`config.mk`:
```
export PLATFORM = sky130hd
export DESIGN_NAME = fetch_unit
export DESIGN_NICKNAME = d
export VERILOG_FILES = /design/src/rtl/cpu_pkg.sv /design/src/rtl/fetch_fifo.sv /design/src/rtl/fetch_unit.sv
export SDC_FILE = /design/constraint.sdc
export NUM_CORES = 1
export LEC_CHECK = 0
export CORE_MARGIN = 2
export CORE_UTILIZATION = 60
export DETAILED_ROUTE_END_ITERATION = 6
export PLACE_DENSITY = 0.84
export SLEW_MARGIN = 25
export SYNTH_ARGS = -nofsm -noshare
export SYNTH_HDL_FRONTEND = slang
export SYNTH_SLANG_ARGS = --single-unit
```
`constraint.sdc`:
```
create_clock -name clk -period 6.5 [get_ports clk]
set_input_delay 0.65 -clock clk [delete_from_list [all_inputs] [get_ports clk]]
set_output_delay 0.65 -clock clk [all_outputs]
set_load 0.03 [all_outputs]
```
`src/rtl/cpu_pkg.sv`:
```
// ---------------------------------------------------------------------------
// cpu_pkg
// Shared definitions for the multi-cycle CPU: default address/instruction
// widths used by fetch, decode and the CPU top, the default prefetch depth,
// and the fetch FSM state encoding.
// ---------------------------------------------------------------------------
package cpu_pkg;

    localparam int CPU_ADDR_W  = 8;
    localparam int CPU_INST_W  = 32;
    localparam int FETCH_DEPTH = 4;

    // Fetch sequencer states.
    //   IDLE    : no request outstanding
    //   WAIT    : imem_req high, awaiting ack; the response will be kept
    //   DISCARD : request outstanding, but its response is dead (redirected)
    typedef enum logic [1:0] {
        IDLE    = 2'd0,
        WAIT    = 2'd1,
        DISCARD = 2'd2
    } fetch_state_e;

endpackage : cpu_pkg

```
`src/rtl/fetch_fifo.sv`:
```
// ---------------------------------------------------------------------------
// fetch_fifo
// Synchronous prefetch FIFO, DEPTH entries of W bits, no fall-through.
// Flush has priority over push and pop. Pop on empty and push on full are
// ignored. The storage is reset so the head reads zero out of reset.
//
// Ports
//   clk, rst_n   clock, asynchronous active-low reset
//   push, wdata  write an entry at the tail
//   pop          remove the head entry
//   flush        discard all entries
//   rdata        head entry (meaningful when count != 0)
//   count        number of valid entries, 0..DEPTH
// ---------------------------------------------------------------------------
module fetch_fifo #(
    parameter int DEPTH = 4,
    parameter int W     = 40
) (
    input  logic                       clk,
    input  logic                       rst_n,
    input  logic                       push,
    input  logic [W-1:0]               wdata,
    input  logic                       pop,
    input  logic                       flush,
    output logic [W-1:0]               rdata,
    output logic [$clog2(DEPTH):0]     count
);

    localparam int PW = $clog2(DEPTH);
    localparam int CW = PW + 1;
    localparam logic [CW-1:0] DEPTH_C = CW'(DEPTH);

    logic [W-1:0]  mem_q [DEPTH];
    logic [W-1:0]  mem_d [DEPTH];
    logic [PW-1:0] wr_ptr_q, wr_ptr_d;
    logic [PW-1:0] rd_ptr_q, rd_ptr_d;
    logic [CW-1:0] count_q, count_d;
    logic          do_push;
    logic          do_pop;

    always_comb begin
        mem_d    = mem_q;
        wr_ptr_d = wr_ptr_q;
        rd_ptr_d = rd_ptr_q;
        count_d  = count_q;
        do_push  = push && (count_q != DEPTH_C);
        do_pop   = pop && (count_q != '0);

        if (flush) begin
            wr_ptr_d = '0;
            rd_ptr_d = '0;
            count_d  = '0;
        end else begin
            if (do_push) begin
                mem_d[wr_ptr_q] = wdata;
                wr_ptr_d        = wr_ptr_q + PW'(1);
            end
            if (do_pop) begin
                rd_ptr_d = rd_ptr_q + PW'(1);
            end
            count_d = count_q + CW'(do_push) - CW'(do_pop);
        end
    end

    always_ff @(posedge clk or negedge rst_n) begin
        if (!rst_n) begin
            for (int i = 0; i < DEPTH; i++) begin
                mem_q[i] <= '0;
            end
            wr_ptr_q <= '0;
            rd_ptr_q <= '0;
            count_q  <= '0;
        end else begin
            mem_q    <= mem_d;
            wr_ptr_q <= wr_ptr_d;
            rd_ptr_q <= rd_ptr_d;
            count_q  <= count_d;
        end
    end

    assign rdata = mem_q[rd_ptr_q];
    assign count = count_q;

endmodule : fetch_fifo

```
`src/rtl/fetch_unit.sv`:
```
// ---------------------------------------------------------------------------
// fetch_unit
// Instruction fetch stage. Owns the fetch PC, issues requests to instruction
// memory over req/ack, buffers returned words with their PC in fetch_fifo and
// hands them to the sequencer over a valid/ready port. A redirect flushes the
// FIFO and any in-flight response and refetches from redirect_pc.
//
// Handshakes:
//   imem: a transfer happens in a cycle with imem_req && imem_ack; imem_rdata
//         is valid in that same cycle. Once raised, imem_req and imem_addr
//         hold until the ack (never retracted).
//   inst: a transfer happens in a cycle with inst_valid && inst_ready;
//         inst_data/inst_pc hold while inst_valid && !inst_ready.
//
// Ports
//   clk, rst_n                 clock, asynchronous active-low reset
//   imem_req, imem_addr        request to instruction memory
//   imem_ack, imem_rdata       accept + same-cycle read data
//   inst_valid/data/pc, ready  FIFO head to the sequencer
//   redirect_valid/pc          taken branch: flush and refetch
// ---------------------------------------------------------------------------
module fetch_unit
    import cpu_pkg::*;
#(
    parameter int ADDR_W = CPU_ADDR_W,
    parameter int INST_W = CPU_INST_W,
    parameter int DEPTH  = FETCH_DEPTH
) (
    input  logic              clk,
    input  logic              rst_n,
    output logic              imem_req,
    output logic [ADDR_W-1:0] imem_addr,
    input  logic              imem_ack,
    input  logic [INST_W-1:0] imem_rdata,
    output logic              inst_valid,
    output logic [INST_W-1:0] inst_data,
    output logic [ADDR_W-1:0] inst_pc,
    input  logic              inst_ready,
    input  logic              redirect_valid,
    input  logic [ADDR_W-1:0] redirect_pc
);

    localparam int CW = $clog2(DEPTH) + 1;
    localparam logic [CW-1:0] DEPTH_C = CW'(DEPTH);

    fetch_state_e      state_q, state_d;
    logic [ADDR_W-1:0] fetch_pc_q, fetch_pc_d;
    // Address of the request currently (or next) on the bus.
    logic [ADDR_W-1:0] addr_q, addr_d;

    logic                     fifo_push;
    logic                     fifo_pop;
    logic                     fifo_flush;
    logic [INST_W+ADDR_W-1:0] fifo_rdata;
    logic [CW-1:0]            fifo_count;
    logic                     pop_eff;
    logic [CW-1:0]            count_after;
    logic [ADDR_W-1:0]        addr_inc;

    always_comb begin
        state_d    = state_q;
        fetch_pc_d = fetch_pc_q;
        addr_d     = addr_q;
        fifo_push  = 1'b0;
        fifo_flush = 1'b0;
        fifo_pop   = inst_ready;
        pop_eff    = inst_ready && (fifo_count != '0);
        // Occupancy after this cycle's push (if any) and pop.
        count_after = fifo_count + CW'(1) - CW'(pop_eff);
        addr_inc    = addr_q + ADDR_W'(1);

        case (state_q)
            IDLE: begin
                if (redirect_valid) begin
                    fifo_flush = 1'b1;
                    fetch_pc_d = redirect_pc;
                    addr_d     = redirect_pc;
                    state_d    = WAIT;
                end else if (fifo_count < DEPTH_C) begin
                    addr_d  = fetch_pc_q;
                    state_d = WAIT;
                end
            end

            WAIT: begin
                if (redirect_valid) begin
                    fifo_flush = 1'b1;
                    fetch_pc_d = redirect_pc;
                    if (imem_ack) begin
                        // Acked data is dropped; the new stream starts now.
                        addr_d  = redirect_pc;
                        state_d = WAIT;
                    end else begin
                        // Request must stay up; its response is dead.
                        state_d = DISCARD;
                    end
                end else if (imem_ack) begin
                    fifo_push  = 1'b1;
                    fetch_pc_d = addr_inc;
                    if (count_after < DEPTH_C) begin
                        addr_d = addr_inc;
                    end else begin
                        state_d = IDLE;
                    end
                end
            end

            DISCARD: begin
                // FIFO is already empty here; flushing again keeps the
                // redirect-beats-pop rule uniform across states.
                if (redirect_valid) begin
                    fifo_flush = 1'b1;
                    fetch_pc_d = redirect_pc;
                end
                if (imem_ack) begin
                    // Dead response retires; start the live stream, taking a
                    // same-cycle redirect target directly.
                    addr_d  = redirect_valid ? redirect_pc : fetch_pc_q;
                    state_d = WAIT;
                end
            end

            default: begin
                state_d = IDLE;
            end
        endcase
    end

    always_ff @(posedge clk or negedge rst_n) begin
        if (!rst_n) begin
            state_q    <= IDLE;
            fetch_pc_q <= '0;
            addr_q     <= '0;
        end else begin
            state_q    <= state_d;
            fetch_pc_q <= fetch_pc_d;
            addr_q     <= addr_d;
        end
    end

    fetch_fifo #(
        .DEPTH (DEPTH),
        .W     (INST_W + ADDR_W)
    ) u_fifo (
        .clk   (clk),
        .rst_n (rst_n),
        .push  (fifo_push),
        .wdata ({imem_rdata, addr_q}),
        .pop   (fifo_pop),
        .flush (fifo_flush),
        .rdata (fifo_rdata),
        .count (fifo_count)
    );

    assign imem_req   = (state_q == WAIT) || (state_q == DISCARD);
    assign imem_addr  = addr_q;
    assign inst_valid = (fifo_count != '0);
    assign inst_data  = fifo_rdata[INST_W+ADDR_W-1:ADDR_W];
    assign inst_pc    = fifo_rdata[ADDR_W-1:0];

endmodule : fetch_unit

```
==> implementation parameters <==
Parameter                              Value

Global route
  Met3 usage in global routing ... under 10%
  Largest net degree at the start of global routing ... 103
  Global-route total usage across every layer ... 24.5%
  GRT Residual Overflow ... 0
  Met1 global-route usage ... roughly 33%
  Most used routing layer in global routing ... met2
  Via count of the first global-routing pass ... 5,826
  Antenna violations before repair ... 0
  Met2 GRT Util ... about two fifths
  First-pass GRT wire length ... 30,100 um

Synth
  Ranking of synthesized cells by area ... dfrtp_1 (53%), mux2_2 (15%), mux4_2 (10%), mux2_4 (6.6%), buf_6 (2.0%)
  Fraction of synthesized cell area taken by the top area cell type ... a little over half
  Synthesized instance count ... ~580
  Number of nets produced by synthesis ... approximately 640
  Combined area of all synthesized cells ... 8810 um2
  Yosys synthesis warning count ... 0
  Synth cell types ... 55
  Sequential fraction of the synthesis area ... ~53%
  Largest area contributor in the netlist ... dfrtp_1
  Dominant register cell in the synthesized netlist ... dfrtp_1
  Syn avg cell area ... 15.3 um2
  Synth async-reset ratio ... between 90% and 100%
  Count of flip-flops with a built-in enable after synthesis ... 0
  FF+latch count, synth ... 185

Pwr
  Peak ir drop on the vdd network ... roughly 0.34 mV
  Pwr dens ... roughly 520 nW/um2
  Lkg Pwr ... 4.77 nW

Routing
  Initial detailed-routing violation count ... 382
  Pre-antenna DRT Iters ... 4
  Routed vias ... a little over 5,000
  DR vias/cell ... ~6.1
  Count of nets left with antenna violations after detail routing ... 0
  Total DRC errors in the routed layout ... 0
  Total wirelength of the detailed-routed design ... 18,000 um
  Average detailed-routed wire length per instance ... about 21 um

Cells and area
  Fraction of layout cells with a size suffix above 1 ... between 30% and 40%
  Number of inserted diodes ... 0
  Area growth, synth to finish ... 17.3%
  Most common cell after layout, fill and taps aside ... dfrtp_1
  Filler cell count in the final layout ... approximately 950
  FF+latch area ... approximately 4600 um2
  Area of the multi-input gates ... 3850 um2
  Most used cells in the layout excluding fill and tap cells ... dfrtp_1 (183), mux2_2 (119), clkdlybuf4s50_1 (93), mux4_2 (40), mux2_4 (39)
  Number of nets in the final layout ... 710
  Number of standard cells in the final layout excluding fillers ... 848

Setup path
  Cells on worst reg2reg path ... 6
  Arrival @ worst endpoint ... roughly 3.0 ns
  Flop-to-flop setup slack ... between 3 and 4 ns
  Required time of the worst setup path ... ~6 ns
  Element type at the critical path end ... primary output
  Crit Path Max Fanout ... 27
  Reg-to-reg critical path endpoint ... u_fifo.mem_q[106]$_DFFE_PN0P_
  Reg2reg start ... state_q[1]$_DFFE_PN0P_
  Critical path startpoint category ... flop
  Class of the most critical setup path ... flop to primary output

Clock tree
  Clock tree from TritonCTS ... yes
  Number of buffers on the longest clock path ... 2
  Total clock buffers created by CTS ... 17
  Clock transition time at the flip-flop clock pins of the worst setup and hold paths ... roughly 0.06 ns
  Root cell of the clock tree ... clkbuf_16
  # resized after CTS ... 0
  Worst-skew pair later-pin latency ... 0.43 ns
  Postcts setup bufs ... 0
  Count of clock tree sinks ... between 150 and 200
  CTS Hold Buffers Added ... 0
  Max H-tree Level ... 4

Flow run
  Max-capacitance violation count ... 0

Timing
  Max-slew headroom ... about two fifths
  Final number of setup-violating endpoints ... 0
  Part of the cycle the worst path needs ... between 50% and 60%
  Final critical path time including I/O delays and setup ... ~3.6 ns
  Number of max-slew violations in the final report ... 0
  Setup clock skew after layout ... between 0.006 and 0.007 ns
  Aggregate negative setup slack ... 0 ns
  Actual slew at the worst max-slew pin ... between 0.9 and 1 ns
  Peak clock frequency supported by timing ... 0.277 GHz
  Hold violation total from the final report ... 0
  Setup repair after global routing missed its margin ... no

Floorplan
  Effective utilization at floorplan ... around 60%
  Core area ... 14,400 um2
  I/O pin cnt ... 95
  DIE WIDTH ... 125 um
  Vert. Die Dim ... 125 um
  Full die area ... between 15,000 and 20,000 um2
  Standard-cell row count ... 44

Placed design
  Routability congestion estimate from global placement ... 0.888
  Half-perimeter wire length after placement ... 11,100 um
  Number of cells after detailed placement ... just over 800
  Number of input and output port buffers inserted ... 94

Outcome
  Run status ... completed

Worst hold path
  Class of the worst hold path ... input pin to asynchronous set/reset pin
==> cell type report <==
type | count | area share (%)
flip-flops and latches | 185 | 44.8
multi-input cells | 338 | 37.3
repair buffers | 96 | 9.30
clock buffers | 25 | 4.79
well taps | 184 | 2.23
clock inverters | 6 | 1.08
inverters | 14 | 0.508
==> per-layer routing <==
metal | wire length, um | up-vias | share of wire (%)
li1 | - | 2282 | -
met1 | 7700 | 2710 | 43
met2 | 9050 | 155 | 50
met3 | 913 | 30 | 5.1
met4 | 318 | 0 | 1.8
met5 | 0 | - | 0
==> through the flow <==
stage	utilization, %	cell area [um2]	setup slack [ns]	power (mW)	hold WS (ns)
2_1_floorplan	-	8810	4.00	3.52	0.354
3_3_place_gp	67.4	9720	2.97	4.18	0.469
3_5_place_dp	67.4	9720	2.87	4.29	0.487
4_1_cts	71.6	10300	2.80	5.37	0.363
5_1_grt	71.7	10300	2.66	5.62	0.413
6_report	71.7	10300	2.89	5.34	0.338
==> how the worst max path moves through the flow <==
stage / start / to / slack [ns]
CTS: u_fifo.rd_ptr_q[0]$_DFFE_PN0P_ / inst_pc[5] / 2.80
finish: u_fifo.rd_ptr_q[0]$_DFFE_PN0P_ / inst_pc[5] / 2.89
global route: u_fifo.rd_ptr_q[0]$_DFFE_PN0P_ / inst_pc[5] / 2.66
detailed placement: redirect_valid / u_fifo.mem_q[45]$_DFFE_PN0P_ / 2.87
global placement: redirect_valid / u_fifo.mem_q[46]$_DFFE_PN0P_ / 2.97
floorplan: u_fifo.count[2]$_DFF_PN0_ / u_fifo.count[2]$_DFF_PN0_ / 4.00
==> registers in the layout, summed over array words and instances, names as in the netlist <==
name and count:
u_fifo.count 3, state_q 2, u_fifo.rd_ptr_q 2, u_fifo.mem_q 160, fetch_pc_q 8, u_fifo.wr_ptr_q 2
imem_addr 8
==> cell usage after synthesis, types with 2 or more instances <==
library cell,number
a21oi_1,13
a221o_1,3
a221oi_1,2
a31o_2,3
a31oi_1,5
and2_1,2
and3_1,3
buf_1,4
buf_2,4
buf_6,16
clkbuf_1,15
dfrtp_1,185
ha_1,12
inv_1,13
mux2_1,5
mux2_2,119
mux2_4,39
mux2i_1,3
mux4_2,40
nand2_1,15
nand2_4,4
nand2b_1,2
nand3_1,4
nor2_1,15
nor4_1,3
o211ai_1,2
o21ai_0,5
o22ai_1,4
o2bb2ai_1,3
or3_1,2
xnor2_1,5
xor2_1,4
==> cells by family after synthesis <==
family,after synthesis,synth area share [%]
muxes,206,33.0
DFF,185,52.5
and+or+nand+nor,58,3.58
buffers and inverters,54,3.76
AOI/OAI and AO/OA,52,4.26
adders and majority gates,13,1.93
xor gates and xnor gates,9,0.894
==> power breakdown <==
part           switching (mW)  internal [mW]  leakage, nW  total (mW)
Sequential              0.360           1.59         2.39        1.95
Clock                   0.416          0.645        0.294        1.06
Combinational            1.09           1.23         2.08        2.32
Total                    1.87           3.47         4.77        5.34
==> worst max-delay path, stage by stage (launching register included) <==
cell	delay, ns
dfrtp_2	0.69
buf_4	0.58
mux4_2	0.63
clkdlybuf4s50_1	0.62
(Power assumes the default switching activity.)
